`config.mk`:
```
export PLATFORM = sky130hd
export DESIGN_NAME = pc_ctrl
export DESIGN_NICKNAME = d
export VERILOG_FILES = /design/src/rtl/pc_ctrl.sv
export SDC_FILE = /design/constraint.sdc
export NUM_CORES = 1
export LEC_CHECK = 0
export ABC_CLOCK_PERIOD_IN_PS = 4810
export CAP_MARGIN = 20
export CORE_UTILIZATION = 57
export CTS_CLUSTER_DIAMETER = 30
export DETAILED_ROUTE_END_ITERATION = 8
export PLACE_DENSITY_LB_ADDON = 0.1
export REMOVE_ABC_BUFFERS = 1
export SKIP_LAST_GASP = 1
export SLEW_MARGIN = 20
export SYNTH_ARGS = -nofsm -noshare
export SYNTH_HDL_FRONTEND = slang
export SYNTH_SLANG_ARGS = --single-unit
```
`constraint.sdc`:
```
create_clock -name in_clk -period 4.81 [get_ports in_clk]
set_clock_uncertainty 0.2 [all_clocks]
set_input_delay 0.7215 -clock in_clk [delete_from_list [all_inputs] [get_ports in_clk]]
set_output_delay 0.7215 -clock in_clk [all_outputs]
set_load 0.005 [all_outputs]
```
`src/rtl/pc_ctrl.sv`:
```
// -----------------------------------------------------------------------------
// pc_ctrl
//
// Instruction-address generator sitting between branch resolution / flush
// logic and the fetcher. One PC is outstanding at a time: the block issues a
// PC, waits for the fetcher to hand back that PC's instruction, predecodes it
// and picks the next PC.
//
//   - JAL targets are computed directly from the J-immediate.
//   - Conditional branches are predicted by a table of 2-bit saturating
//     counters indexed by pc[IDX_W+1:2].
//   - Everything else (JALR included) falls through to pc+4; a wrong guess
//     is repaired later by a flush from commit.
//
// The prediction for an instruction travels with the *next* issued PC, so
// out_fetcher_predict qualifies the previously issued address.
//
// Parameters
//   RESET_PC  first PC issued after reset
//   BHT_SIZE  number of 2-bit counters (power of two)
//
// Ports
//   in_clk               clock, all state changes on the rising edge
//   in_rst               synchronous active-low reset
//   in_rdy               global ready; 0 freezes every register and output
//   in_flush_enable      misprediction flush from commit
//   in_flush_pc          PC to resume from after a flush
//   in_bht_enable        resolved branch, train the BHT
//   in_bht_pc            PC of the resolved branch
//   in_bht_taken         actual branch direction
//   in_fetch_full        fetcher queue full, hold off issuing
//   in_last_enable       fetcher returns an instruction
//   in_last_pc           PC of the returned instruction
//   in_last_inst         returned instruction word
//   out_fetcher_enable   one-cycle push strobe for out_fetcher_pc
//   out_fetcher_pc       PC to fetch
//   out_fetcher_predict  taken prediction for the previously issued PC
// -----------------------------------------------------------------------------
module pc_ctrl #(
  parameter logic [31:0] RESET_PC = 32'h0,
  parameter int          BHT_SIZE = 256
) (
  input  logic        in_clk,
  input  logic        in_rst,
  input  logic        in_rdy,
  input  logic        in_flush_enable,
  input  logic [31:0] in_flush_pc,
  input  logic        in_bht_enable,
  input  logic [31:0] in_bht_pc,
  input  logic        in_bht_taken,
  input  logic        in_fetch_full,
  input  logic        in_last_enable,
  input  logic [31:0] in_last_pc,
  input  logic [31:0] in_last_inst,
  output logic        out_fetcher_enable,
  output logic [31:0] out_fetcher_pc,
  output logic        out_fetcher_predict
);

  localparam int IDX_W = $clog2(BHT_SIZE);

  localparam logic [6:0] OP_JAL    = 7'b1101111;
  localparam logic [6:0] OP_BRANCH = 7'b1100011;

  localparam logic [1:0] CTR_RESET = 2'b01;  // weakly not-taken
  localparam logic [1:0] CTR_MAX   = 2'b11;
  localparam logic [1:0] CTR_MIN   = 2'b00;

  typedef enum logic {
    ST_ISSUE,
    ST_WAIT
  } state_t;

  // ---------------------------------------------------------------------------
  // State
  // ---------------------------------------------------------------------------
  state_t      state_q,  state_d;
  logic [31:0] cur_pc_q, cur_pc_d;
  logic        pend_q,   pend_d;    // prediction for the last decoded PC

  logic        en_d;
  logic [31:0] pc_d;
  logic        pred_d;

  logic [1:0]  bht_q [BHT_SIZE];

  // ---------------------------------------------------------------------------
  // Predecode of the returned instruction
  // ---------------------------------------------------------------------------
  logic [6:0]       opcode;
  logic [31:0]      imm_b;
  logic [31:0]      imm_j;
  logic [IDX_W-1:0] cur_idx;
  logic             bht_says_taken;
  logic [31:0]      next_pc;
  logic             next_pred;

  assign opcode = in_last_inst[6:0];

  assign imm_b = {{20{in_last_inst[31]}}, in_last_inst[7], in_last_inst[30:25],
                  in_last_inst[11:8], 1'b0};

  assign imm_j = {{12{in_last_inst[31]}}, in_last_inst[19:12], in_last_inst[20],
                  in_last_inst[30:21], 1'b0};

  // Lookup reads the registered counter, so a same-cycle training write to
  // the same entry is not seen until the next lookup.
  assign cur_idx        = cur_pc_q[IDX_W+1:2];
  assign bht_says_taken = bht_q[cur_idx][1];

  always_comb begin
    // NOTE: every signal driven here gets a default first, so no path
    // through the block can leave it unassigned and infer a latch.
    next_pc   = cur_pc_q + 32'd4;
    next_pred = 1'b0;
    if (opcode == OP_JAL) begin
      next_pc   = cur_pc_q + imm_j;
      next_pred = 1'b1;
    end else if (opcode == OP_BRANCH && bht_says_taken) begin
      next_pc   = cur_pc_q + imm_b;
      next_pred = 1'b1;
    end
  end

  // ---------------------------------------------------------------------------
  // Issue / wait FSM, next-state and registered-output logic
  // ---------------------------------------------------------------------------
  always_comb begin
    state_d  = state_q;
    cur_pc_d = cur_pc_q;
    pend_d   = pend_q;
    en_d     = out_fetcher_enable;
    pc_d     = out_fetcher_pc;
    pred_d   = out_fetcher_predict;

    // With in_rdy low everything keeps its value, including a high strobe.
    if (in_rdy) begin
      if (in_flush_enable) begin
        // Flush wins over both a pending issue and a same-cycle return.
        cur_pc_d = in_flush_pc;
        pend_d   = 1'b0;
        state_d  = ST_ISSUE;
        en_d     = 1'b0;
      end else begin
        unique case (state_q)
          ST_ISSUE: begin
            if (!in_fetch_full) begin
              en_d    = 1'b1;
              pc_d    = cur_pc_q;
              pred_d  = pend_q;
              state_d = ST_WAIT;
            end else begin
              en_d = 1'b0;
            end
          end
          ST_WAIT: begin
            en_d = 1'b0;
            // A return for any other PC belongs to a flushed request.
            if (in_last_enable && in_last_pc == cur_pc_q) begin
              cur_pc_d = next_pc;
              pend_d   = next_pred;
              state_d  = ST_ISSUE;
            end
          end
          default: state_d = ST_ISSUE;
        endcase
      end
    end
  end

  always_ff @(posedge in_clk) begin
    // NOTE: non-blocking assignments make every register sample the values
    // from before the edge, independent of statement order.
    if (!in_rst) begin
      state_q             <= ST_ISSUE;
      cur_pc_q            <= RESET_PC;
      pend_q              <= 1'b0;
      out_fetcher_enable  <= 1'b0;
      out_fetcher_pc      <= RESET_PC;
      out_fetcher_predict <= 1'b0;
    end else begin
      state_q             <= state_d;
      cur_pc_q            <= cur_pc_d;
      pend_q              <= pend_d;
      out_fetcher_enable  <= en_d;
      out_fetcher_pc      <= pc_d;
      out_fetcher_predict <= pred_d;
    end
  end

  // ---------------------------------------------------------------------------
  // Branch history table training
  // ---------------------------------------------------------------------------
  logic [IDX_W-1:0] upd_idx;
  logic [1:0]       upd_old;
  logic [1:0]       upd_new;

  assign upd_idx = in_bht_pc[IDX_W+1:2];
  assign upd_old = bht_q[upd_idx];

  always_comb begin
    upd_new = upd_old;
    if (in_bht_taken) begin
      if (upd_old != CTR_MAX) upd_new = upd_old + 2'd1;
    end else begin
      if (upd_old != CTR_MIN) upd_new = upd_old - 2'd1;
    end
  end

  // Training is independent of flush: a resolved branch still counts even
  // when it is also the one that triggered the flush.
  always_ff @(posedge in_clk) begin
    if (!in_rst) begin
      // NOTE: the table is built from flops rather than a RAM macro, which is
      // what lets every entry start at a known value out of reset.
      for (int i = 0; i < BHT_SIZE; i++) begin
        bht_q[i] <= CTR_RESET;
      end
    end else if (in_rdy && in_bht_enable) begin
      bht_q[upd_idx] <= upd_new;
    end
  end

  // Only the index bits of the training PC select a counter.
  logic unused_bht_pc_bits;
  assign unused_bht_pc_bits = ^{in_bht_pc[31:IDX_W+2], in_bht_pc[1:0]};

endmodule

```
## After elaboration in Yosys (flattened, before gate mapping)

Memory sizes are Yosys's and may differ from the RTL's. A register that Yosys moved wholly into a read port is not among the register bits.
Index checks and enable logic that the tools add are counted.

| storage, ports and cells | value |
|---|---|
| memory bits (writable) | 512 |
| word-level logic and storage cells | 56 |
| register bits | 68 |
| output and inout bits | 34 |
| input port bits | 136 |
| memories kept | 1 |

| cells by class | value |
|---|---|
| equality and inequality tests | 4 |
| bitwise operators | 3 |
| muxes and demuxes | 28 |
| reduce and logical (&&, ||, !) cells | 9 |
| $add $sub $neg | 5 |

Memories:

| name | depth | width | rd ports | clocked after memory_dff | write ports | line | source |
|---|---|---|---|---|---|---|---|
| bht_q | 256 | 2 | 2 | 1 | 256 | 85 | `logic [1:0] bht_q [BHT_SIZE];` |

Operator list:

| operator | number |
|---|---|
| 32-bit two-way mux | 5 |
| 32-bit adder | 2 |
| 32-bit by 3-bit adder with 32-bit output, second input constant | 1 |
| 32-bit == test | 1 |
| 8-bit two-way mux | 3 |
| 7-bit == test, second input constant | 2 |
| 1-bit two-way mux | 14 |
| 2-bit two-way mux | 4 |
| 2-bit nonzero test | 3 |
| 1-bit one-hot mux with 2 select lines | 2 |
| 4-bit AND reduction | 1 |
| 1-bit logical AND | 3 |
| 1-bit inverter | 3 |
| 3-bit AND reduction | 1 |
| 2-bit by 1-bit adder with 2-bit output, second input constant | 1 |
| 2-bit != test, second input constant | 1 |
| 2-bit OR reduction | 1 |
| 2-bit by 1-bit subtractor with 2-bit output, second input constant | 1 |

## Depth between registers and ports, before layout

| depth | value |
|---|---|
| depth after elaboration | 9 |
| gate-level depth with buffers | 15 |
| mapped depth without buffers | 13 |

## Worst setup path before layout

Ideal clock, no wire load.

| path | value |
|---|---|
| path type | in2reg |
| start | input in_bht_pc[2] |
| end | memory bht_q[44][0], data pin |
| data arrival time | 3938 ps |
| setup slack | 381 ps |
| required time | 4318 ps |
| library setup time | 292 ps |
| buffers on the path | 7 |
| stages on the path | 13 |
| cell sequence | buf_2 > buf_4 > buf_4 > buf_2 > buf_2 > mux4_2 > mux4_2 > a22oi_1 > o2111a_1 > maj3_2 > buf_2 > buf_2 > nand3_1 |

RTL lines:

| what | line | source |
|---|---|---|
| start: declaration | 49 | `input logic [31:0] in_bht_pc,` |
| end: declaration | 85 |  |

==> metrics.txt <==
Synth area leaders=edfxtp_1 (46%), mux4_2 (15%), dfxtp_1 (4.5%); Hold Path Origin=out_fetcher_pc[2]; pwr dens=389.9 nW/um2; Worst R2R Setup Slack=500 ps; CTS hold repair buffers=0; clock root cell=clkbuf_16; gr usage total=0.3926; Remaining Overflow, GRT=0; yosys warns=0; vias in the first global route=27670; die area=60230 um2; wire per inst=29.60 um; Die X=245.4 um; max-cap check violation count=0; Routability Congestion=0.9803; Final HPWL DP=78230 um; Post-CTS Resized=0; FFs w/ async S/R, synth=0; Max IR drop VDD=0.0003565 V; Mean Syn Cell Area=11.30 um2; clock-pin slew on the worst setup and hold paths=50 ps; worst skew pair latency=680 ps; I/O pins=170; count leader, synth=edfxtp_1; CTS max path bufs=3; commonest cells in the netlist=edfxtp_1 (512), o21ai_0 (304), nand3_1 (295), nor3_1 (274), clkbuf_1 (253); # setup viols final=0; Distinct cells, synth=68; core footprint=58140 um2; Leak Pwr=0.01278 uW; Die Ht=245.4 um; IO Port Bufs=145; WS Path Type=flop to flop; via count=27790; Setup Buffers After CTS=0; post-DR vias/cell=7.016; antenna cells=0; Num CTS Buffers=117; synthesized cell area=33770 um2; CTS tree=done; area delta synth->final=20.43%; first-pass GRT wire length=173300 um; final WL=117200 um; sequential element share of the synthesized area=0.5003; detailed-route DRC error count=0; worst min-delay path class=flop to flop; Setup crit end kind=flop; status=finished, final reports clean; Synth top area share=0.4553; fmax=231.9 MHz; Slew Limit Fails=0; ys flop type=edfxtp_1; site row count=88; measured slew at the worst slew-check pin=1008 ps; # fillers=4086; Final Power=15860 uW; number of flops mapped to enable cells by yosys=512; final hold violations=0; fraction of layout cells with a size suffix above 1=0.2046; Final Cycle Share=0.8966; Max FO, Critical Path=27; H-tree Lvls=3; fin util=0.6996; initial drt markers=3650; Final min period=4313 ps; Cells after Synth=2988; post-synthesis register bit count=588; initial core utilization=0.5809; Crit path required time=5150 ps; Rel. slew slack=0.3263; initial antenna violation count=2; antenna viol nets, final=0; Pre-antenna DRT Iters=6; clk sinks=588; largest net degree at the start of global routing=93; RSZ-0062 raised after global routing=no; Worst Path Arrival=4650 ps; startpoint types=flop; Nets=3282; Synth area leader=edfxtp_1
-- logic make-up (layout without fill, tap and decap cells) --
logic type / after synthesis / in the layout / share of synthesized area
simple gates: 1035 / 1035 / 0.1481
compound gates: 565 / 565 / 0.09670
mux: 272 / 272 / 0.1641
flops: 588 / 588 / 0.5003
fa+ha+maj: 48 / 48 / 0.01812
buf+inv: 374 / 582 / 0.04513
xor+xnor: 106 / 106 / 0.02749
-- path summary, 6_finish.rpt --
check / cells after the start / to
worst max-delay path: 9 / cur_pc_q[7]
worst min-delay path: 2 / out_fetcher_pc[2]
worst max register to register: 9 / cur_pc_q[7]
worst min register to register: 2 / out_fetcher_pc[2]
-- critical path, cell delays in order, from the launching register on --
cell	delay [ps]
dfxtp_4	830
buf_4	370
mux4_2	560
mux4_2	540
a22oi_1	220
a31oi_1	270
and2_1	520
a21oi_1	250
o21ai_0	110
a21oi_1	290
-- flip-flops by register name, indices dropped and copies added (netlist names), named ones only --
name,flops
bht_q,512
cur_pc_q,32
out_fetcher_pc,32
out_fetcher_enable,1
out_fetcher_predict,1
pend_q,1
state_q,1
-- through the flow --
step | setup TNS [ps] | instance area, um2 | worst slack [ps] | hold WS [ps] | instances
after CTS | 0 | 40670 | 486.4 | 254.3 | 3961
after floorplan | -876110 | 32330 | -2703 | 232.3 | 2636
after global routing | 0 | 40670 | 236.5 | 277.2 | 3961
after detailed placement | 0 | 36640 | 130.9 | 248.4 | 3746
after global placement | 0 | 36640 | 190.3 | 244.4 | 3746
final | 0 | 40670 | 497.1 | 252.5 | 3961
-- per-layer routing --
metal,part of all wire,vias to the layer above,global-route usage
met3,0.12,416,0.07847
li1,-,11770,-
met2,0.47,2063,0.6341
met1,0.34,13540,0.4846
met5,0.00020,-,0
met4,0.069,4,0.2510
-- placed cells by master, fill, tap and decap left out, drive strengths merged, types with 17 or more instances in the layout --
| cell type | Yosys | final |
|---|---|---|
| mux4 | 225 | 225 |
| xor2 | 61 | 61 |
| nor4 | 20 | 20 |
| o21ai | 304 | 304 |
| nor3 | 274 | 274 |
| clkdlybuf4s50 | 0 | 140 |
| a21o | 29 | 29 |
| nand2b | 18 | 18 |
| a21oi | 109 | 109 |
| clkinv | 2 | 42 |
| mux2i | 43 | 43 |
| ha | 44 | 44 |
| clkbuf | 253 | 134 |
| dfxtp | 76 | 76 |
| o211ai | 18 | 18 |
| edfxtp | 512 | 512 |
| or3 | 23 | 23 |
| nand2 | 212 | 212 |
| nand3 | 295 | 295 |
| inv | 20 | 30 |
| xnor2 | 45 | 45 |
| nor2b | 18 | 18 |
| bufinv | 0 | 17 |
| nand4 | 33 | 33 |
| nor2 | 105 | 105 |
| buf | 99 | 205 |
-- area by class of cell --
| class | instances | area, um2 | area share |
|---|---|---|---|
| tap | 765 | 957.2 | 0.02353 |
| sequential | 588 | 16910 | 0.4156 |
| clock buffer | 134 | 3063 | 0.07531 |
| timing repair buffer | 345 | 3251 | 0.07992 |
| clock inverter | 81 | 972.2 | 0.02390 |
| multi-input combinational | 2026 | 15440 | 0.3797 |
| inverter | 22 | 82.58 | 0.002030 |
-- report_power, final --
part	internal (uW)	leakage [uW]	switching [uW]
clock	5460	0.00194	2770
sequential	5650	0.00505	126
combinational	713	0.00580	1140
total	11800	0.0128	4030
Note: power is estimated with default switching activity, not from simulation.
